$ cat config.mk
export PLATFORM = sky130hd
export DESIGN_NAME = frame_loader
export DESIGN_NICKNAME = d
export VERILOG_FILES = /design/src/rtl/frame_loader.sv
export SDC_FILE = /design/constraint.sdc
export NUM_CORES = 1
export LEC_CHECK = 0
export ABC_AREA = 0
export CAP_MARGIN = 20
export CORE_ASPECT_RATIO = 1.1
export CORE_MARGIN = 1
export CORE_UTILIZATION = 40
export DETAILED_ROUTE_END_ITERATION = 16
export PLACE_DENSITY_LB_ADDON = 0.2
export SETUP_SLACK_MARGIN = 0.4
export SYNTH_ARGS = -nofsm -noshare
export SYNTH_HDL_FRONTEND = slang
export SYNTH_SLANG_ARGS = --single-unit
$ cat constraint.sdc
create_clock -name clk -period 2.12 [get_ports clk]
set_input_delay 0.424 -clock clk [delete_from_list [all_inputs] [get_ports clk]]
set_output_delay 0.424 -clock clk [all_outputs]
set_load 0.03 [all_outputs]
$ cat src/rtl/frame_loader.sv
// -----------------------------------------------------------------------------
// frame_loader
//
// Purpose:
//   Host-side feeder for the display_controller framebuffer write port. Takes
//   a byte stream on a valid/ready handshake and unpacks two 12-bit RGB444
//   pixels from every three bytes. Each pixel becomes one single-cycle write
//   at a linear address 0..4095.
//
//   A frame starts with SYNC_BYTE received while idle. It ends either after
//   pixel 4095 is written (frame_done pulse) or when the link goes quiet for
//   TIMEOUT_CYCLES while loading (error pulse). On a timeout, pixels that were
//   already written stay in the framebuffer.
//
// Parameters:
//   SYNC_BYTE       byte that opens a frame when seen in IDLE
//   TIMEOUT_CYCLES  max idle cycles between accepted bytes in LOAD (< 2^24)
//
// Ports:
//   clk         in   rising-edge clock
//   rst         in   synchronous reset, active-high
//   in_data     in   [7:0] host byte
//   in_valid    in   in_data is valid
//   in_ready    out  byte accepted on an edge where in_valid & in_ready
//   write_addr  out  [11:0] pixel address (bit 11 = bottom half)
//   w_en        out  write strobe, one cycle per pixel
//   pixel_out   out  [11:0] pixel, [3:0] R, [7:4] G, [11:8] B
//   busy        out  high while loading or while a write is pending
//   frame_done  out  one-cycle pulse together with the write of pixel 4095
//   error       out  one-cycle pulse on timeout abort
//
// All outputs are registered.
// -----------------------------------------------------------------------------
module frame_loader #(
  parameter logic [7:0]  SYNC_BYTE      = 8'hA5,
  parameter int unsigned TIMEOUT_CYCLES = 100000
) (
  input  logic        clk,
  input  logic        rst,
  input  logic [7:0]  in_data,
  input  logic        in_valid,
  output logic        in_ready,
  output logic [11:0] write_addr,
  output logic        w_en,
  output logic [11:0] pixel_out,
  output logic        busy,
  output logic        frame_done,
  output logic        error
);

  localparam logic [23:0] TIMEOUT_LIMIT = 24'(TIMEOUT_CYCLES);
  // Address of pixel A in the final pair. Its pixel B is address 4095.
  localparam logic [11:0] LAST_PAIR_BASE = 12'd4094;

  typedef enum logic {
    ST_IDLE,
    ST_LOAD
  } state_t;

  state_t      r_state;
  logic [1:0]  r_phase;      // byte position inside the current triple
  logic [11:0] r_pix_addr;   // address of pixel A of the triple being built
  logic [11:0] r_pix_a;      // pixel A as it is assembled from b0/b1
  logic [3:0]  r_b_lo;       // low nibble of pixel B, carried in b1[7:4]
  logic [11:0] r_pix_b;      // complete pixel B, waiting for its write slot
  logic        r_b_pending;  // pixel B must be written on the next edge
  logic [23:0] r_tcnt;       // idle cycles since the last accepted byte

  logic        w_accept;

  assign w_accept = in_valid & in_ready;

  always_ff @(posedge clk) begin
    if (rst) begin
      r_state     <= ST_IDLE;
      r_phase     <= 2'd0;
      r_pix_addr  <= 12'd0;
      r_pix_a     <= 12'd0;
      r_b_lo      <= 4'd0;
      r_pix_b     <= 12'd0;
      r_b_pending <= 1'b0;
      r_tcnt      <= 24'd0;
      in_ready    <= 1'b1;
      write_addr  <= 12'd0;
      w_en        <= 1'b0;
      pixel_out   <= 12'd0;
      busy        <= 1'b0;
      frame_done  <= 1'b0;
      error       <= 1'b0;
    end else begin
      // Strobes default low; only the branches below raise them.
      w_en       <= 1'b0;
      frame_done <= 1'b0;
      error      <= 1'b0;

      if (r_b_pending) begin
        // Second write of a pair. in_ready was low during this cycle, so no
        // byte can be accepted here and the pending write cannot collide
        // with byte handling.
        r_b_pending <= 1'b0;
        w_en        <= 1'b1;
        write_addr  <= r_pix_addr + 12'd1;
        pixel_out   <= r_pix_b;
        in_ready    <= 1'b1;
        busy        <= 1'b1;
        r_pix_addr  <= r_pix_addr + 12'd2;
        r_tcnt      <= r_tcnt + 24'd1;
        if (r_pix_addr == LAST_PAIR_BASE) begin
          // Frame complete. The machine goes idle now, so a byte accepted
          // during this final write cycle is already treated as an
          // idle-state byte (for example, the next frame's sync).
          frame_done <= 1'b1;
          r_state    <= ST_IDLE;
        end
      end else begin
        case (r_state)
          ST_IDLE: begin
            in_ready <= 1'b1;
            busy     <= 1'b0;
            if (w_accept && (in_data == SYNC_BYTE)) begin
              r_state    <= ST_LOAD;
              busy       <= 1'b1;
              r_pix_addr <= 12'd0;
              r_phase    <= 2'd0;
              r_tcnt     <= 24'd0;
            end
          end

          ST_LOAD: begin
            busy     <= 1'b1;
            in_ready <= 1'b1;
            if (r_tcnt == TIMEOUT_LIMIT) begin
              // Abort. A byte offered in this same cycle loses to the abort
              // and is dropped. Any partial triple is discarded because the
              // next sync resets the phase.
              error   <= 1'b1;
              r_state <= ST_IDLE;
              busy    <= 1'b0;
              r_phase <= 2'd0;
            end else if (w_accept) begin
              r_tcnt <= 24'd0;
              case (r_phase)
                2'd0: begin
                  r_pix_a[7:0] <= in_data;
                  r_phase      <= 2'd1;
                end
                2'd1: begin
                  r_pix_a[11:8] <= in_data[3:0];
                  r_b_lo        <= in_data[7:4];
                  r_phase       <= 2'd2;
                end
                2'd2: begin
                  // Pixel A goes out now. Pixel B follows on the next edge.
                  // in_ready drops for one cycle to leave room for it.
                  w_en        <= 1'b1;
                  write_addr  <= r_pix_addr;
                  pixel_out   <= r_pix_a;
                  r_pix_b     <= {in_data, r_b_lo};
                  r_b_pending <= 1'b1;
                  in_ready    <= 1'b0;
                  r_phase     <= 2'd0;
                end
                default: begin
                  r_phase <= 2'd0;
                end
              endcase
            end else begin
              r_tcnt <= r_tcnt + 24'd1;
            end
          end

          default: begin
            r_state <= ST_IDLE;
          end
        endcase
      end
    end
  end

endmodule
== Yosys cells after proc, flatten, opt, wreduce, memory -nomap -nowiden ==
Index checks and enable logic that the tools add are counted.

* Shifts and indexed selects: 0
* Multipliers: 0
* Divide/modulo/power cells: 0
* Bitwise gates (word level): 4
* Reduce and logical (&&, ||, !) cells: 16
* Equality and inequality tests: 12
* Muxes and demuxes: 40
* Add/subtract/negate cells: 3
* Order comparisons: 0

{| class="wikitable"
|+ Operator list
! kind !! number
|-
| 12-bit 2-to-1 mux || 13
|-
| 24-bit 2-to-1 mux || 4
|-
| 24-bit one-hot mux with 2 select lines || 1
|-
| 24-bit by 1-bit adder with 24-bit output, second input constant || 1
|-
| 24-bit by 17-bit equality test with 1-bit output, second input constant || 1
|-
| 1-bit 2-to-1 mux || 15
|-
| 5-bit AND reduction || 3
|-
| 12-bit by 1-bit adder with 12-bit output, second input constant || 1
|-
| 12-bit by 2-bit adder with 12-bit output, second input constant || 1
|-
| 12-bit equality test, second input constant || 1
|-
| 8-bit equality test, second input constant || 1
|-
| 2-bit one-hot mux with 2 select lines || 2
|-
| 2-bit nonzero test || 4
|-
| 2-bit 2-to-1 mux || 3
|-
| 3-bit != test, second input constant || 2
|-
| 2-bit by 1-bit != test with 1-bit output, second input constant || 2
|-
| 2-bit != test, second input constant || 2
|-
| 1-bit one-hot mux with 2 select lines || 2
|-
| 2-bit AND reduction || 2
|-
| 4-bit AND reduction || 1
|-
| 2-bit OR reduction || 2
|-
| 3-bit by 1-bit != test with 1-bit output, second input constant || 1
|-
| 1-bit inverter || 3
|-
| 3-bit AND reduction || 1
|-
| other kinds (6) || 6
|}

* Logic and storage cells: 91
* Output and inout bits: 29
* Register bits after elaboration: 97
* Input port bits: 11
* ROM bits: 0
* Bits in writable memories: 0
* Memories: 0
* Bits in latches: 0

== Longest topological paths before layout ==
* Depth after elaboration: 6
* Mapped depth: 10

== Worst setup path after synthesis ==
Ideal clock, no wire load.

* Path type: input -> register
* From: input port in_data[3]
* To: register r_tcnt[12]
* Cell stages on the path: 6
* Path buffers: 0
* Required time: 2003 ps
* Setup slack: -86 ps
* Data arrival time: 2089 ps
* Cells stage by stage: or4b_4 > o31ai_4 > o31ai_4 > or4_1 > a21oi_1 > nor2_1

* Cells in the longest elaborated chain, start to end: 4

{| class="wikitable"
|+ RTL lines
! what !! RTL line !! source
|-
| start, declared || 40 || <nowiki>input logic [7:0] in_data,</nowiki>
|-
| 8-bit equality test || 120 || <nowiki>if (w_accept && (in_data == SYNC_BYTE)) begin</nowiki>
|-
| 1-bit logical AND || 120 ||
|-
| 3-bit != test (no source line) || - ||
|-
| 2-bit AND reduction (no source line) || - ||
|-
| end signal, assigned || 107 || <nowiki>r_tcnt <= r_tcnt + 24'd1;</nowiki>
|-
| end signal, assigned || 168 || <nowiki>r_tcnt <= r_tcnt + 24'd1;</nowiki>
|-
| end, declared || 67 || <nowiki>logic [23:0] r_tcnt;</nowiki>
|}

Every way passes these cells.
A chain may end at the register's enable or synchronous reset.

== Worst setup path after layout ==
* From: register r_tcnt[0]
* To: register r_tcnt[0]

* Cells in the longest elaborated chain, start to end: 5
* Elaborated cells between the ends (all ways): 8

{| class="wikitable"
|+ RTL lines
! what !! RTL line !! source
|-
| 24-bit by 1-bit adder with 24-bit output || 107, 168 ||
|-
| 24-bit 2-to-1 mux || 140 || <nowiki>end else if (w_accept) begin</nowiki>
|-
| 24-bit 2-to-1 mux || 132 || <nowiki>if (r_tcnt == TIMEOUT_LIMIT) begin</nowiki>
|-
| 24-bit one-hot mux with 2 select lines || 116 || <nowiki>case (r_state)</nowiki>
|-
| 24-bit 2-to-1 mux || 96 || <nowiki>if (r_b_pending) begin</nowiki>
|}

Several ways; a longest one is shown, not always the timed one. The select of a mux whose other input is x is not followed.

==> run summary <==
TIMING
---------------------------------------------------------------------------------
Maximum operating frequency                                               493 MHz
Clock period minus worst slack                                            2.03 ns
Actual transition at the worst max-transition pin                        0.415 ns
Worst clock skew                                                        0.0112 ns
Setup repair after global routing missed its margin                          true
Worst slew slack as a fraction of its limit                                 0.721
Final-report setup violation count                                              0
Slew Limit Fails                                                                0
Final hold violation count                                                      0
Final period util                                                           0.956

CRITICAL PATH
---------------------------------------------------------------------------------
Critical path arrival                                                     2.30 ns
Critical path startpoint category                                            flop
Critical path required time                                               2.39 ns
Nature of the critical path endpoint                                         flop
Highest net fanout along the worst path                                         5
Kind of critical path                                                flop to flop

GRT
---------------------------------------------------------------------------------
Global-route wire length before repair                                    17.3 mm
Overflow left after global routing                                              0
Largest net degree at the start of global routing                              31
Number of global-route vias before repair                                   3,525
Antenna violations before repair                                                0
Aggregate global-route resource usage                                       0.209

CLOCKING
---------------------------------------------------------------------------------
Clock-pin slew on the worst setup and hold paths                          0.09 ns
Clock Tree Buf Depth                                                            2
Clock sink total                                                               96
Clock Tree Root                                                      sky130_fd_sc_hd__clkbuf_8
Hold-fix buffers, CTS                                                           0
Clock buffers created by TritonCTS                                              9
Clock tree from TritonCTS                                                     yes
Later-pin clock latency in the skew report                                0.38 ns
Count of H-tree levels built during CTS                                         3

RUN
---------------------------------------------------------------------------------
Max-cap check violation count                                                   0

POWER AND IR DROP
---------------------------------------------------------------------------------
Worst voltage drop across the vdd grid                                   0.352 mV
Static leakage power                                                      2.42 nW
Overall Power                                                             3.12 mW
Pwr dens                                                              550 mW/mm^2
Sequential share of power                                                   0.577
Sw power                                                                   702 uW
Proportion of total power due to net switching                              0.225
Logic pwr share                                                             0.031
Relative contribution of the clock network to total power                   0.392
Internal power of the cells                                               2.42 mW

FLOORPLANNING
---------------------------------------------------------------------------------
Full die area                                                        0.0106 sq mm
Chip height                                                                108 um
Std cell rows                                                                  38
Initial cell density of the core                                            0.414
I/O pins                                                                       40
Core Area                                                            0.00989 sq mm
Chip Width                                                                98.4 um

DRT
---------------------------------------------------------------------------------
Routed length on met3                                                      402 um
Sum of routed wire segments on met1                                       4.49 mm
Via-to-Cell Ratio                                                            5.33
Initial DRC Count                                                             155
Uppermost layer routed                                                       met4
Met2 Wirelength                                                           5.21 mm
Total via count in the routed design                                        3,642
DRC Markers                                                                     0
Drt first pass iters                                                            6
Routed length per instance                                                15.2 um
Drt total wl                                                              10.4 mm
Post-DRT Antenna Nets                                                           0

SYNTH
---------------------------------------------------------------------------------
Most used DFF post-synth                                             sky130_fd_sc_hd__dfxtp_1
Mapped cell area                                                     0.00409 sq mm
Fraction of synthesis flops using an asynchronous set or reset pin              0
Sequential fraction of the synthesis area                                   0.470
Gate count after technology mapping                                           468
Flip-flop and latch count after synthesis                                      96
Mean Syn Cell Area                                                     8.74 sq um
Synthesized net count                                                         482
Number of enable flip-flop cells after synthesis                                0
Unique cell type count in the Yosys netlist                                    40
Total of warnings raised by yosys                                               0

PLACE
---------------------------------------------------------------------------------
Dpl cell area                                                        0.00505 sq mm
Input/output buffers                                                           39
Post-detail-place hpwl                                                    6.88 mm
Post-Place Cells                                                              645
Final GP Congestion                                                         0.880

FINISH
---------------------------------------------------------------------------------
Antenna cells                                                                   0
Share of post-route cells with drive strength above 1                       0.281
Non-filler instance count after layout                                        683
Final cell area excluding filler cells                               0.00568 sq mm
Layout area overhead                                                        38.9%
Final-stage net count                                                         572

WORST HOLD PATH
---------------------------------------------------------------------------------
Hold/Removal Path Class                                              primary input to flop

OUTCOME
---------------------------------------------------------------------------------
Result of the run                                                    finished, final reports clean

[final timing paths]
kind | cells after the start | startpoint | to | slack, ns
setup / recovery | 11 | r_tcnt[0] | r_tcnt[0] | 0.09
hold / removal | 2 | rst | write_addr[7] | 0.39
setup reg to reg | 11 | r_tcnt[0] | r_tcnt[0] | 0.09
hold reg to reg | 2 | r_b_lo[3] | r_pix_b[3] | 0.47
[final cells by class]
cell class,count,area (sq um)
timing repair buffer,111,1040
tap,120,150
multi-input combinational,330,2330
sequential,96,1930
clock inverter,4,53.8
fill,888,4210
clock buffer,12,145
inverter,10,37.5
[state kept, by name, indices dropped and copies added (netlist names)]
signal	cells
r_pix_a	12
busy	1
error	1
r_state	1
pixel_out	12
r_phase	2
r_pix_addr	11
w_en	1
r_pix_b	12
in_ready	1
r_b_lo	4
frame_done	1
r_tcnt	24
write_addr	12
r_b_pending	1
[worst max-delay path: stages (launching register included)]
cell	delay, ns
sky130_fd_sc_hd__dfxtp_2	0.33
sky130_fd_sc_hd__inv_2	0.07
sky130_fd_sc_hd__ha_4	0.12
sky130_fd_sc_hd__nor4b_4	0.18
sky130_fd_sc_hd__nand4_1	0.21
sky130_fd_sc_hd__buf_6	0.20
sky130_fd_sc_hd__o31a_1	0.26
sky130_fd_sc_hd__buf_6	0.14
sky130_fd_sc_hd__buf_6	0.12
sky130_fd_sc_hd__buf_4	0.13
sky130_fd_sc_hd__nor2_1	0.11
sky130_fd_sc_hd__nor3_2	0.05
[cells in the final DEF, fill, tap and decap left out, types with 3 or more instances in the layout]
| cell | instances |
|---|---|
| sky130_fd_sc_hd__and4_1 | 11 |
| sky130_fd_sc_hd__buf_6 | 26 |
| sky130_fd_sc_hd__dlygate4sd2_1 | 33 |
| sky130_fd_sc_hd__a21oi_1 | 35 |
| sky130_fd_sc_hd__o211ai_1 | 3 |
| sky130_fd_sc_hd__dfxtp_1 | 89 |
| sky130_fd_sc_hd__clkbuf_8 | 10 |
| sky130_fd_sc_hd__buf_4 | 42 |
| sky130_fd_sc_hd__nor3_2 | 4 |
| sky130_fd_sc_hd__o221a_4 | 4 |
| sky130_fd_sc_hd__xor2_1 | 11 |
| sky130_fd_sc_hd__nand2_2 | 4 |
| sky130_fd_sc_hd__nand3_2 | 4 |
| sky130_fd_sc_hd__inv_1 | 8 |
| sky130_fd_sc_hd__nor2_2 | 3 |
| sky130_fd_sc_hd__buf_12 | 4 |
| sky130_fd_sc_hd__and3_1 | 4 |
| sky130_fd_sc_hd__o21ai_2 | 3 |
| sky130_fd_sc_hd__nand2_1 | 39 |
| sky130_fd_sc_hd__nand4_1 | 13 |
| sky130_fd_sc_hd__buf_2 | 4 |
| sky130_fd_sc_hd__or3_1 | 5 |
| sky130_fd_sc_hd__nor2_1 | 67 |
| sky130_fd_sc_hd__mux2i_1 | 30 |
| sky130_fd_sc_hd__nor3_1 | 8 |
| sky130_fd_sc_hd__nand3_1 | 19 |
| sky130_fd_sc_hd__xnor2_1 | 8 |
| sky130_fd_sc_hd__dfxtp_2 | 7 |
| sky130_fd_sc_hd__a221oi_2 | 8 |
[power by group through the flow]
stage | clock (mW) | sequential, mW | combinational, mW
final | 1.23 | 1.80 | 0.0962
after global routing | 1.34 | 1.80 | 0.105
after detailed placement | 0 | 1.84 | 0.0953
after CTS | 1.25 | 1.80 | 0.0957
after global placement | 0 | 1.84 | 0.0947
after floorplan | 0 | 1.84 | 0.0370
[per-stage QoR]
stage | hold slack, ns | util | TNS, ns | setup slack (ns)
global placement | 0.463 | 0.511 | -11.56 | -0.458
global route | 0.407 | 0.575 | 0 | 0.0201
detailed placement | 0.462 | 0.511 | -11.93 | -0.503
finish | 0.394 | 0.575 | 0 | 0.0935
CTS | 0.397 | 0.560 | 0 | 0.0998
floorplan | 0.436 | - | 0 | 0.0990
[cells by family (layout without fill, tap and decap cells)]
| logic type | Yosys count | count (layout) | synth area share |
|---|---|---|---|
| compound gates | 70 | 70 | 0.114 |
| xor+xnor | 20 | 20 | 0.0428 |
| fa+ha+maj | 3 | 3 | 0.00918 |
| buf+inv | 42 | 137 | 0.0431 |
| flops | 96 | 96 | 0.470 |
| mux | 31 | 31 | 0.0758 |
| simple gates | 206 | 206 | 0.245 |
[Yosys cell counts, types with 2 or more instances]
library cell / count / area share
sky130_fd_sc_hd__o211ai_1: 3 / 0.0055
sky130_fd_sc_hd__a211oi_1: 2 / 0.0037
sky130_fd_sc_hd__nor2_1: 71 / 0.065
sky130_fd_sc_hd__ha_1: 3 / 0.0092
sky130_fd_sc_hd__nand4b_1: 2 / 0.0043
sky130_fd_sc_hd__nand4_1: 13 / 0.020
sky130_fd_sc_hd__or3_1: 5 / 0.0076
sky130_fd_sc_hd__inv_1: 10 / 0.0092
sky130_fd_sc_hd__buf_4: 2 / 0.0037
sky130_fd_sc_hd__o221a_2: 4 / 0.011
sky130_fd_sc_hd__mux2i_1: 31 / 0.076
sky130_fd_sc_hd__and3_1: 5 / 0.0076
sky130_fd_sc_hd__nand3_1: 25 / 0.031
sky130_fd_sc_hd__o21ai_0: 6 / 0.0073
sky130_fd_sc_hd__xor2_1: 11 / 0.024
sky130_fd_sc_hd__nor3_1: 13 / 0.016
sky130_fd_sc_hd__dfxtp_1: 96 / 0.47
sky130_fd_sc_hd__a221oi_1: 8 / 0.017
sky130_fd_sc_hd__nor4_1: 3 / 0.0046
sky130_fd_sc_hd__nor4b_1: 3 / 0.0064
sky130_fd_sc_hd__nand2b_1: 3 / 0.0046
sky130_fd_sc_hd__o31ai_4: 2 / 0.010
sky130_fd_sc_hd__buf_2: 9 / 0.011
sky130_fd_sc_hd__xnor2_1: 9 / 0.019
sky130_fd_sc_hd__and4_1: 11 / 0.024
sky130_fd_sc_hd__a21oi_1: 39 / 0.048
sky130_fd_sc_hd__nand2_1: 45 / 0.041
sky130_fd_sc_hd__a31oi_1: 2 / 0.0031
sky130_fd_sc_hd__clkbuf_1: 21 / 0.019
[layer usage]
| layer | global-route usage | vias up |
|---|---|---|
| met5 | 0 | - |
| met4 | 0.101 | 0 |
| met3 | 0.0401 | 26 |
| met2 | 0.367 | 80 |
| met1 | 0.245 | 1706 |
| li1 | - | 1830 |
[what timing repair did]
| item | 4_1_cts | 5_1_grt |
|---|---|---|
| gates cloned | 2 | 0 |
| setup endpoints to repair | 122 | 85 |
| gates resized for setup | 91 | 31 |
| pin swaps | 23 | 19 |
| endpoints found under the hold margin | 0 | 0 |
| buffers inserted | 15 | 5 |
Power figures use the tool's default switching activity.
